## config.mk

```make
export PLATFORM = sky130hd
export DESIGN_NAME = cache_port_arbiter
export DESIGN_NICKNAME = d
export VERILOG_FILES = /design/src/rtl/cache_arb_pkg.sv /design/src/rtl/rr_pick.sv /design/src/rtl/cache_port_arbiter.sv
export SDC_FILE = /design/constraint.sdc
export NUM_CORES = 1
export LEC_CHECK = 0
export ABC_AREA = 0
export CAP_MARGIN = 15
export CELL_PAD_IN_SITES_DETAIL_PLACEMENT = 1
export CELL_PAD_IN_SITES_GLOBAL_PLACEMENT = 2
export CORE_UTILIZATION = 28
export CTS_CLUSTER_SIZE = 12
export DETAILED_ROUTE_END_ITERATION = 10
export HOLD_SLACK_MARGIN = 0.1
export PLACE_DENSITY = 0.91
export SYNTH_ARGS = -nofsm -noshare
export SYNTH_HDL_FRONTEND = slang
export SYNTH_SLANG_ARGS = --single-unit
```

## constraint.sdc

```tcl
create_clock -name clk -period 2.3 [get_ports clk]
set_input_delay 0.23 -clock clk [delete_from_list [all_inputs] [get_ports clk]]
set_output_delay 0.23 -clock clk [all_outputs]
set_load 0.03 [all_outputs]
```

## src/rtl/cache_arb_pkg.sv

```systemverilog
// cache_arb_pkg: shared types and default sizing for cache_port_arbiter.
//   arb_state_e      - arbiter FSM encoding (IDLE/ISSUE/RESP)
//   NREQ_DEF/AW_DEF/DW_DEF - default requester count, address and data widths
package cache_arb_pkg;

   localparam int unsigned NREQ_DEF = 2;
   localparam int unsigned AW_DEF   = 7;
   localparam int unsigned DW_DEF   = 32;

   typedef enum logic [1:0] {
      ST_IDLE  = 2'd0,
      ST_ISSUE = 2'd1,
      ST_RESP  = 2'd2
   } arb_state_e;

endpackage

```

## src/rtl/rr_pick.sv

```systemverilog
// rr_pick: combinational requester picker.
//   req     in  NREQ : pending requests
//   ptr     in  IW   : last granted index (only when CACHE_ARB_RR_EN is defined)
//   grant   out NREQ : one-hot winner
//   idx     out IW   : binary index of the winner
//   any_req out 1    : at least one request pending
// CACHE_ARB_RR_EN defined: round-robin, search starts at ptr+1 (mod NREQ).
// Undefined: fixed priority, lowest index wins.
module rr_pick
   import cache_arb_pkg::*;
#(
   parameter int unsigned NREQ = NREQ_DEF,
   parameter int unsigned IW   = $clog2(NREQ)
) (
   input  logic [NREQ-1:0] req,
`ifdef CACHE_ARB_RR_EN
   input  logic [IW-1:0]   ptr,
`endif
   output logic [NREQ-1:0] grant,
   output logic [IW-1:0]   idx,
   output logic            any_req
);

   // Scan NREQ candidates in search order; first pending one wins.
   always_comb begin
      int unsigned c;
      grant   = '0;
      idx     = '0;
      any_req = 1'b0;
      c       = 0;
      for (int unsigned k = 0; k < NREQ; k++) begin
`ifdef CACHE_ARB_RR_EN
         c = (32'(ptr) + k + 32'd1) % NREQ;
`else
         c = k;
`endif
         if (!any_req && req[c]) begin
            any_req  = 1'b1;
            grant[c] = 1'b1;
            idx      = IW'(c);
         end
      end
   end

endmodule

```

## src/rtl/cache_port_arbiter.sv

```systemverilog
// cache_port_arbiter: shares the single CPU-side cache port among NREQ masters.
//   clk, rst_n             : clock, async active-low reset
//   req_valid/rw/addr/din  : per-requester request (packed, requester i at [i*W +: W])
//   req_ready              : one-hot acceptance (combinational, IDLE only)
//   rsp_valid, rsp_rdata   : one-cycle tagged completion and read data
//   c_valid/rw/addr/din    : registered request toward the cache
//   c_ready, c_dout        : cache handshake and read data
// Build option: CACHE_ARB_RR_EN selects round-robin, otherwise fixed priority.
module cache_port_arbiter
   import cache_arb_pkg::*;
#(
   parameter int unsigned NREQ = NREQ_DEF,
   parameter int unsigned AW   = AW_DEF,
   parameter int unsigned DW   = DW_DEF
) (
   input  logic             clk,
   input  logic             rst_n,
   input  logic [NREQ-1:0]  req_valid,
   input  logic [NREQ-1:0]  req_rw,
   input  logic [NREQ*AW-1:0] req_addr,
   input  logic [NREQ*DW-1:0] req_din,
   output logic [NREQ-1:0]  req_ready,
   output logic [NREQ-1:0]  rsp_valid,
   output logic [DW-1:0]    rsp_rdata,
   output logic             c_valid,
   output logic             c_rw,
   output logic [AW-1:0]    c_addr,
   output logic [DW-1:0]    c_din,
   input  logic             c_ready,
   input  logic [DW-1:0]    c_dout
);

   localparam int unsigned IW = $clog2(NREQ);

   arb_state_e       state;
   logic [IW-1:0]    gnt_q;
   logic [NREQ-1:0]  grant;
   logic [IW-1:0]    grant_idx;
   logic             any_req;

`ifdef CACHE_ARB_RR_EN
   logic [IW-1:0]    ptr_q;
`endif

   rr_pick #(
      .NREQ (NREQ),
      .IW   (IW)
   ) u_pick (
      .req     (req_valid),
`ifdef CACHE_ARB_RR_EN
      .ptr     (ptr_q),
`endif
      .grant   (grant),
      .idx     (grant_idx),
      .any_req (any_req)
   );

   // Acceptance is only offered in IDLE and never while reset is asserted.
   assign req_ready = (rst_n && (state == ST_IDLE)) ? grant : '0;

   // FSM, latched request (held on the c_* outputs) and response register.
   always_ff @(posedge clk or negedge rst_n) begin
      if (!rst_n) begin
         state     <= ST_IDLE;
         gnt_q     <= '0;
         c_valid   <= 1'b0;
         c_rw      <= 1'b0;
         c_addr    <= '0;
         c_din     <= '0;
         rsp_valid <= '0;
         rsp_rdata <= '0;
`ifdef CACHE_ARB_RR_EN
         ptr_q     <= IW'(NREQ - 1);
`endif
      end else begin
         rsp_valid <= '0;
         case (state)
            ST_IDLE: begin
               if (any_req) begin
                  gnt_q   <= grant_idx;
                  c_valid <= 1'b1;
                  c_rw    <= req_rw[grant_idx];
                  c_addr  <= req_addr[grant_idx*AW +: AW];
                  c_din   <= req_din[grant_idx*DW +: DW];
`ifdef CACHE_ARB_RR_EN
                  ptr_q   <= grant_idx;
`endif
                  state   <= ST_ISSUE;
               end
            end
            ST_ISSUE: begin
               // c_valid is high throughout ISSUE; c_* hold until the cache takes it.
               if (c_ready) begin
                  c_valid <= 1'b0;
                  state   <= ST_RESP;
               end
            end
            ST_RESP: begin
               // c_rw still holds the latched direction of this transaction.
               if (!c_rw) rsp_rdata <= c_dout;
               rsp_valid[gnt_q] <= 1'b1;
               state            <= ST_IDLE;
            end
            default: state <= ST_IDLE;
         endcase
      end
   end

endmodule

```

# Word-level counts from Yosys, hierarchy flattened
# Cells that the tools add are included.
# classes
magnitude_cmp	3
muxes	15
bitwise_logic	1
multipliers	1
eq_ne	4
reduce_logical	10
shift	2
# op_table
operator	n
64-bit by 7-bit indexed part select with 32-bit output	1
14-bit by 5-bit indexed part select with 7-bit output	1
1-bit 2-to-1 mux	8
2-bit 2-to-1 mux	4
2-bit AND reduction	3
1-bit by 2-bit < comparator with 1-bit output (second input constant)	2
1-bit by 3-bit multiplier with 4-bit output (second input constant)	1
2-bit inequality test (second input constant)	2
2-bit one-hot mux with 2 select lines	1
1-bit logical AND	3
3-bit AND reduction	1
2-bit by 1-bit equality test with 1-bit output (second input constant)	1
2-bit equality test (second input constant)	1
2-bit logical NOT	1
1-bit one-hot mux with 2 select lines	1
2-bit nonzero test	1
1-bit demux with 1-bit select	1
1-bit >= comparator (second input constant)	1
1-bit logical NOT	1
1-bit NOT	1
# totals
out_inout_bits	77
register_bits	78
in_bits	117

# Longest topological paths before layout
# depth
word_depth	6
ltp_mapped	5

# Modules after synthesis
# A second synthesis with hierarchy kept.
# unflattened
hier_cells	220
hier_area_um2	3460.8
# modules_own_cells
mod	seq_area_each_um2	cells_per_inst	area_per_inst_um2	instances
cache_port_arbiter	1951.9	216	3433.3	1
rr_pick	0.0	4	27.5	1

# Worst setup path after synthesis
# Ideal clock, no wire load.
# synth_timing
kind	register to register
from	register state[0]
to	register c_din[0]
n_path_buf	2
t_required_ns	2.175
setup_slack_ns	0.853
period_less_slack_ns	1.447
setup_time_ns	0.125
path_stages_with_launch	6
arrival_time_ns	1.322
cell_sequence	dfrtp_1 -> nor2_1 -> o21a_1 -> buf_4 -> buf_6 -> mux2_4
# synth_via
elab_chain_cells	2
# synth_rtl
element	line_no	rtl
start: declaration	cache_port_arbiter.sv:35	arb_state_e state;
start signal: assignment	cache_port_arbiter.sv:64	state <= ST_IDLE;
start signal: assignment	cache_port_arbiter.sv:88	state <= ST_ISSUE;
start signal: assignment	cache_port_arbiter.sv:95	state <= ST_RESP;
2-bit logical NOT	cache_port_arbiter.sv:77	case (state)
2-bit AND reduction (no source line)	-	
end signal: assignment	cache_port_arbiter.sv:84	c_din <= req_din[grant_idx*DW +: DW];
end: declaration	cache_port_arbiter.sv:28	output logic [DW-1:0] c_din,
# Every way passes these cells.
# A chain may end at the register's enable or synchronous reset.

# Worst setup path in the final report
# layout_timing
from	register state[0]
to	output req_ready[0]
# layout_via
elab_chain_cells	3
# layout_rtl
element	line_no	rtl
2-bit logical NOT	cache_port_arbiter.sv:59	assign req_ready = (rst_n && (state == ST_IDLE)) ? grant : '0;
1-bit logical AND	cache_port_arbiter.sv:59	
2-bit 2-to-1 mux	cache_port_arbiter.sv:59	
end: declaration	cache_port_arbiter.sv:22	output logic [NREQ-1:0] req_ready,
# Every way passes these cells.

==> metrics.log <==
[metrics] number of iterations in the first detailed-routing pass: 4
[metrics] Tightest Pin Transition: 0.991 ns
[metrics] post-detailed-routing wire length: 9350 microns
[metrics] standard cell with the maximum stage delay on the critical path: sky130_fd_sc_hd__clkdlybuf4s50_1
[metrics] ratio of final minimum period to clock period: 0.915
[metrics] Post-layout nets: 536
[metrics] Final Critical Period: 2.10 ns
[metrics] worst flop-to-flop path startpoint: state[0]$_DFFE_PN0P_
[metrics] global routing's busiest layer: met2
[metrics] clock-pin slew reported for the worst setup and hold paths after clock tree synthesis: 0.06 ns
[metrics] path category of the worst min-delay check: primary input to asynchronous set/reset pin
[metrics] static leakage: 2.71 nW
[metrics] clock tree root buffer cell: sky130_fd_sc_hd__clkbuf_16
[metrics] type of element capturing the critical path: primary output
[metrics] top fanout value on the critical path: 5
[metrics] setup slack on the worst flop-to-flop path: 0.63 ns
[metrics] number of routed nets with antenna violations: 0
[metrics] Reg-to-Reg End: c_din[7]$_DFFE_PN0P_
[metrics] data arrival time of the worst path: 1.87 ns
[metrics] Sinks on Clock Net: 78
[metrics] post-synthesis cell type count: 18
[metrics] clock tree from TritonCTS: yes
[metrics] count of pins over their slew limit: 0
[metrics] kind of start point of the critical path: flop
[metrics] synthesized net count: 339
[metrics] via density per instance: 4.29
[metrics] initial antenna violation count: 0
[metrics] cells along the critical path: nor2_1, and3_2, clkdlybuf4s50_1
[metrics] Max rail drop VDD: 0.468 mV
[metrics] Critical Path Max Stage Delay: 0.68 ns
[metrics] Highest Clock Rate: 0.475 GHz
[metrics] drc violations: 0
[metrics] Critical Path RT: 2.07 ns
[metrics] H-tree levels: 3
[metrics] Worst Hold Slack: 0.225 ns
[metrics] Die H: 118 microns
[metrics] run status: finished, final reports clean
[metrics] GRT Total Usage: 0.140
[metrics] met1 Track Usage GR: 0.182
[metrics] total gr overflow: 0
[metrics] setup tns final: 0 ns
[metrics] maximum buffer depth of the clock tree: 2
[metrics] count of endpoints failing hold in the final timing report: 0
[metrics] sequential power share: 0.293
[metrics] synth warn: 0
[metrics] met3 global-route usage: 0.0431
[metrics] combinational share of power: 0.536
[metrics] initial drt markers: 68
[metrics] die area: 0.0139 sq mm
[metrics] internal cell power: 5.24 mW
[metrics] maximum number of pins on one net before global-route repair: 79
[metrics] floorplan die width: 118 microns
[metrics] placed cell count: 584
[metrics] placeable core region: 0.0132 sq mm
[metrics] via count of the first global-routing pass: 2,823
[metrics] depth of the worst register-to-register path: 4
[metrics] area growth from synthesis to layout: 63.1%
[metrics] fraction of layout cells with a size suffix above 1: 0.325
[metrics] Mapped Avg Cell Area: 17.0 sq um
[metrics] post-CTS sizing: 0
[metrics] Crit Path Class: flop to primary output
[metrics] Syn Inst Count: 222
[metrics] final HPWL from detailed placement: 6880 microns
[metrics] most common cell after layout, fill and taps aside: sky130_fd_sc_hd__clkdlybuf4s50_1
[metrics] gpl congestion: 0.701
[metrics] Final setup viols: 0
[metrics] commonest cells after routing, fill and taps aside: 191 x sky130_fd_sc_hd__clkdlybuf4s50_1, 78 x sky130_fd_sc_hd__mux2_4, 78 x sky130_fd_sc_hd__dfrtp_1
[metrics] Setup Buffers After CTS: 0
[metrics] pwr dens: 1360 mW/mm^2
[metrics] I/O pin count: 194
[metrics] quantity of I/O buffers inserted on ports: 193
[metrics] GR Layer Usage met2: 0.229
[metrics] number of buffers inserted during clock tree synthesis: 9
[metrics] cell area after synthesis: 0.00377 sq mm
[metrics] starting density of the core: 0.286
[metrics] vias: 2,573
[metrics] sequential element share of the synthesized area: 0.518
[metrics] non-filler instance count after layout: 600
[metrics] Seq cells post-synth: 78
[metrics] proportion of power drawn by the clock network: 0.172
[metrics] count of inserted antenna diode cells: 0
[metrics] setup repair after global routing missed its margin: false
[metrics] post-route clock skew: 0.00669 ns
[metrics] Max-slew headroom: 0.339
[metrics] clock network latency to the later pin of the worst-skew pair: 0.32 ns
[metrics] wire length of the first global-routing pass: 15,400 microns
[metrics] switching fraction of total power: 0.374
[metrics] max capacitance violation total: 0
[metrics] # rows: 42
[metrics] final routed wire length divided by cell count: 15.6 microns
[metrics] power dissipated by switching net loads: 3.13 mW
[metrics] hold buffer count at CTS: 0
logic make-up after synthesis:
kind of cell,count (synthesis),synth area share
compound gates,5,0.00863
buf+inv,16,0.0451
flops,78,0.518
mux,112,0.412
simple gates,11,0.0166
metal layers:
layer / vias to the layer above / routed length, microns
met5: - / 0
met4: 0 / 57
met3: 5 / 638
met2: 119 / 4530
met1: 1280 / 4120
li1: 1169 / -
worst max path at each step:
| stage | depth (start not counted) | end | from |
|---|---|---|---|
| 3_3_place_gp | 5 | c_din[31]$_DFFE_PN0P_ | req_valid[0] |
| 6_report | 3 | req_ready[0] | state[0]$_DFFE_PN0P_ |
| 5_1_grt | 3 | req_ready[0] | state[0]$_DFFE_PN0P_ |
| 4_1_cts | 3 | req_ready[0] | state[0]$_DFFE_PN0P_ |
| 2_1_floorplan | 5 | c_din[0]$_DFFE_PN0P_ | state[0]$_DFFE_PN0P_ |
| 3_5_place_dp | 5 | c_din[31]$_DFFE_PN0P_ | req_valid[0] |
synth_stat cells (all sizes together):
| master | instances | area [sq um] |
|---|---|---|
| buf | 13 | 159 |
| and3 | 1 | 7.51 |
| nand2b | 3 | 26.3 |
| nand2 | 1 | 3.75 |
| mux2 | 112 | 1550 |
| a21oi | 2 | 10.0 |
| o21a | 1 | 7.51 |
| nor2 | 6 | 25.0 |
| inv | 3 | 11.3 |
| dfrtp | 78 | 1950 |
| o21bai | 2 | 15.0 |
final cells by class:
class                      count  area (sq um)
fill                        1333          7040
timing repair buffer         199          2010
sequential                    78          1950
multi-input combinational    128          1650
clock buffer                  10           239
tap                          176           220
clock inverter                 6          70.1
inverter                       3          11.3
metrics by stage:
stage | util | setup WS (ns) | cell area (sq um) | power (mW)
after floorplan | - | 0.853 | 3770 | 5.18
after global placement | 0.443 | 0.386 | 5840 | 6.92
after detailed placement | 0.443 | 0.355 | 5840 | 7.00
after CTS | 0.466 | 0.169 | 6150 | 8.51
after global routing | 0.466 | 0.0605 | 6150 | 8.81
final | 0.466 | 0.195 | 6150 | 8.38
sequential cells by signal (all words and copies together), names as in the netlist:
| register | cells |
|---|---|
| c_valid | 1 |
| c_addr | 7 |
| rsp_valid | 2 |
| state | 2 |
| rsp_rdata | 32 |
| c_din | 32 |
| c_rw | 1 |
| gnt_q | 1 |
power groups by stage:
stage | Sequential, mW | Clock (mW) | Combinational, mW
2_1_floorplan | 3.74 | 0 | 1.44
3_3_place_gp | 2.44 | 0 | 4.48
3_5_place_dp | 2.46 | 0 | 4.54
4_1_cts | 2.46 | 1.50 | 4.55
5_1_grt | 2.55 | 1.55 | 4.71
6_report | 2.45 | 1.44 | 4.49
critical path, delay by kind of cell, from the launching register on:
family                 cells  cell delay, ns
AND/OR/NAND/NOR            2            0.49
buffers and inverters      1            0.68
flip-flops                 1            0.38
(Power assumes the default switching activity.)
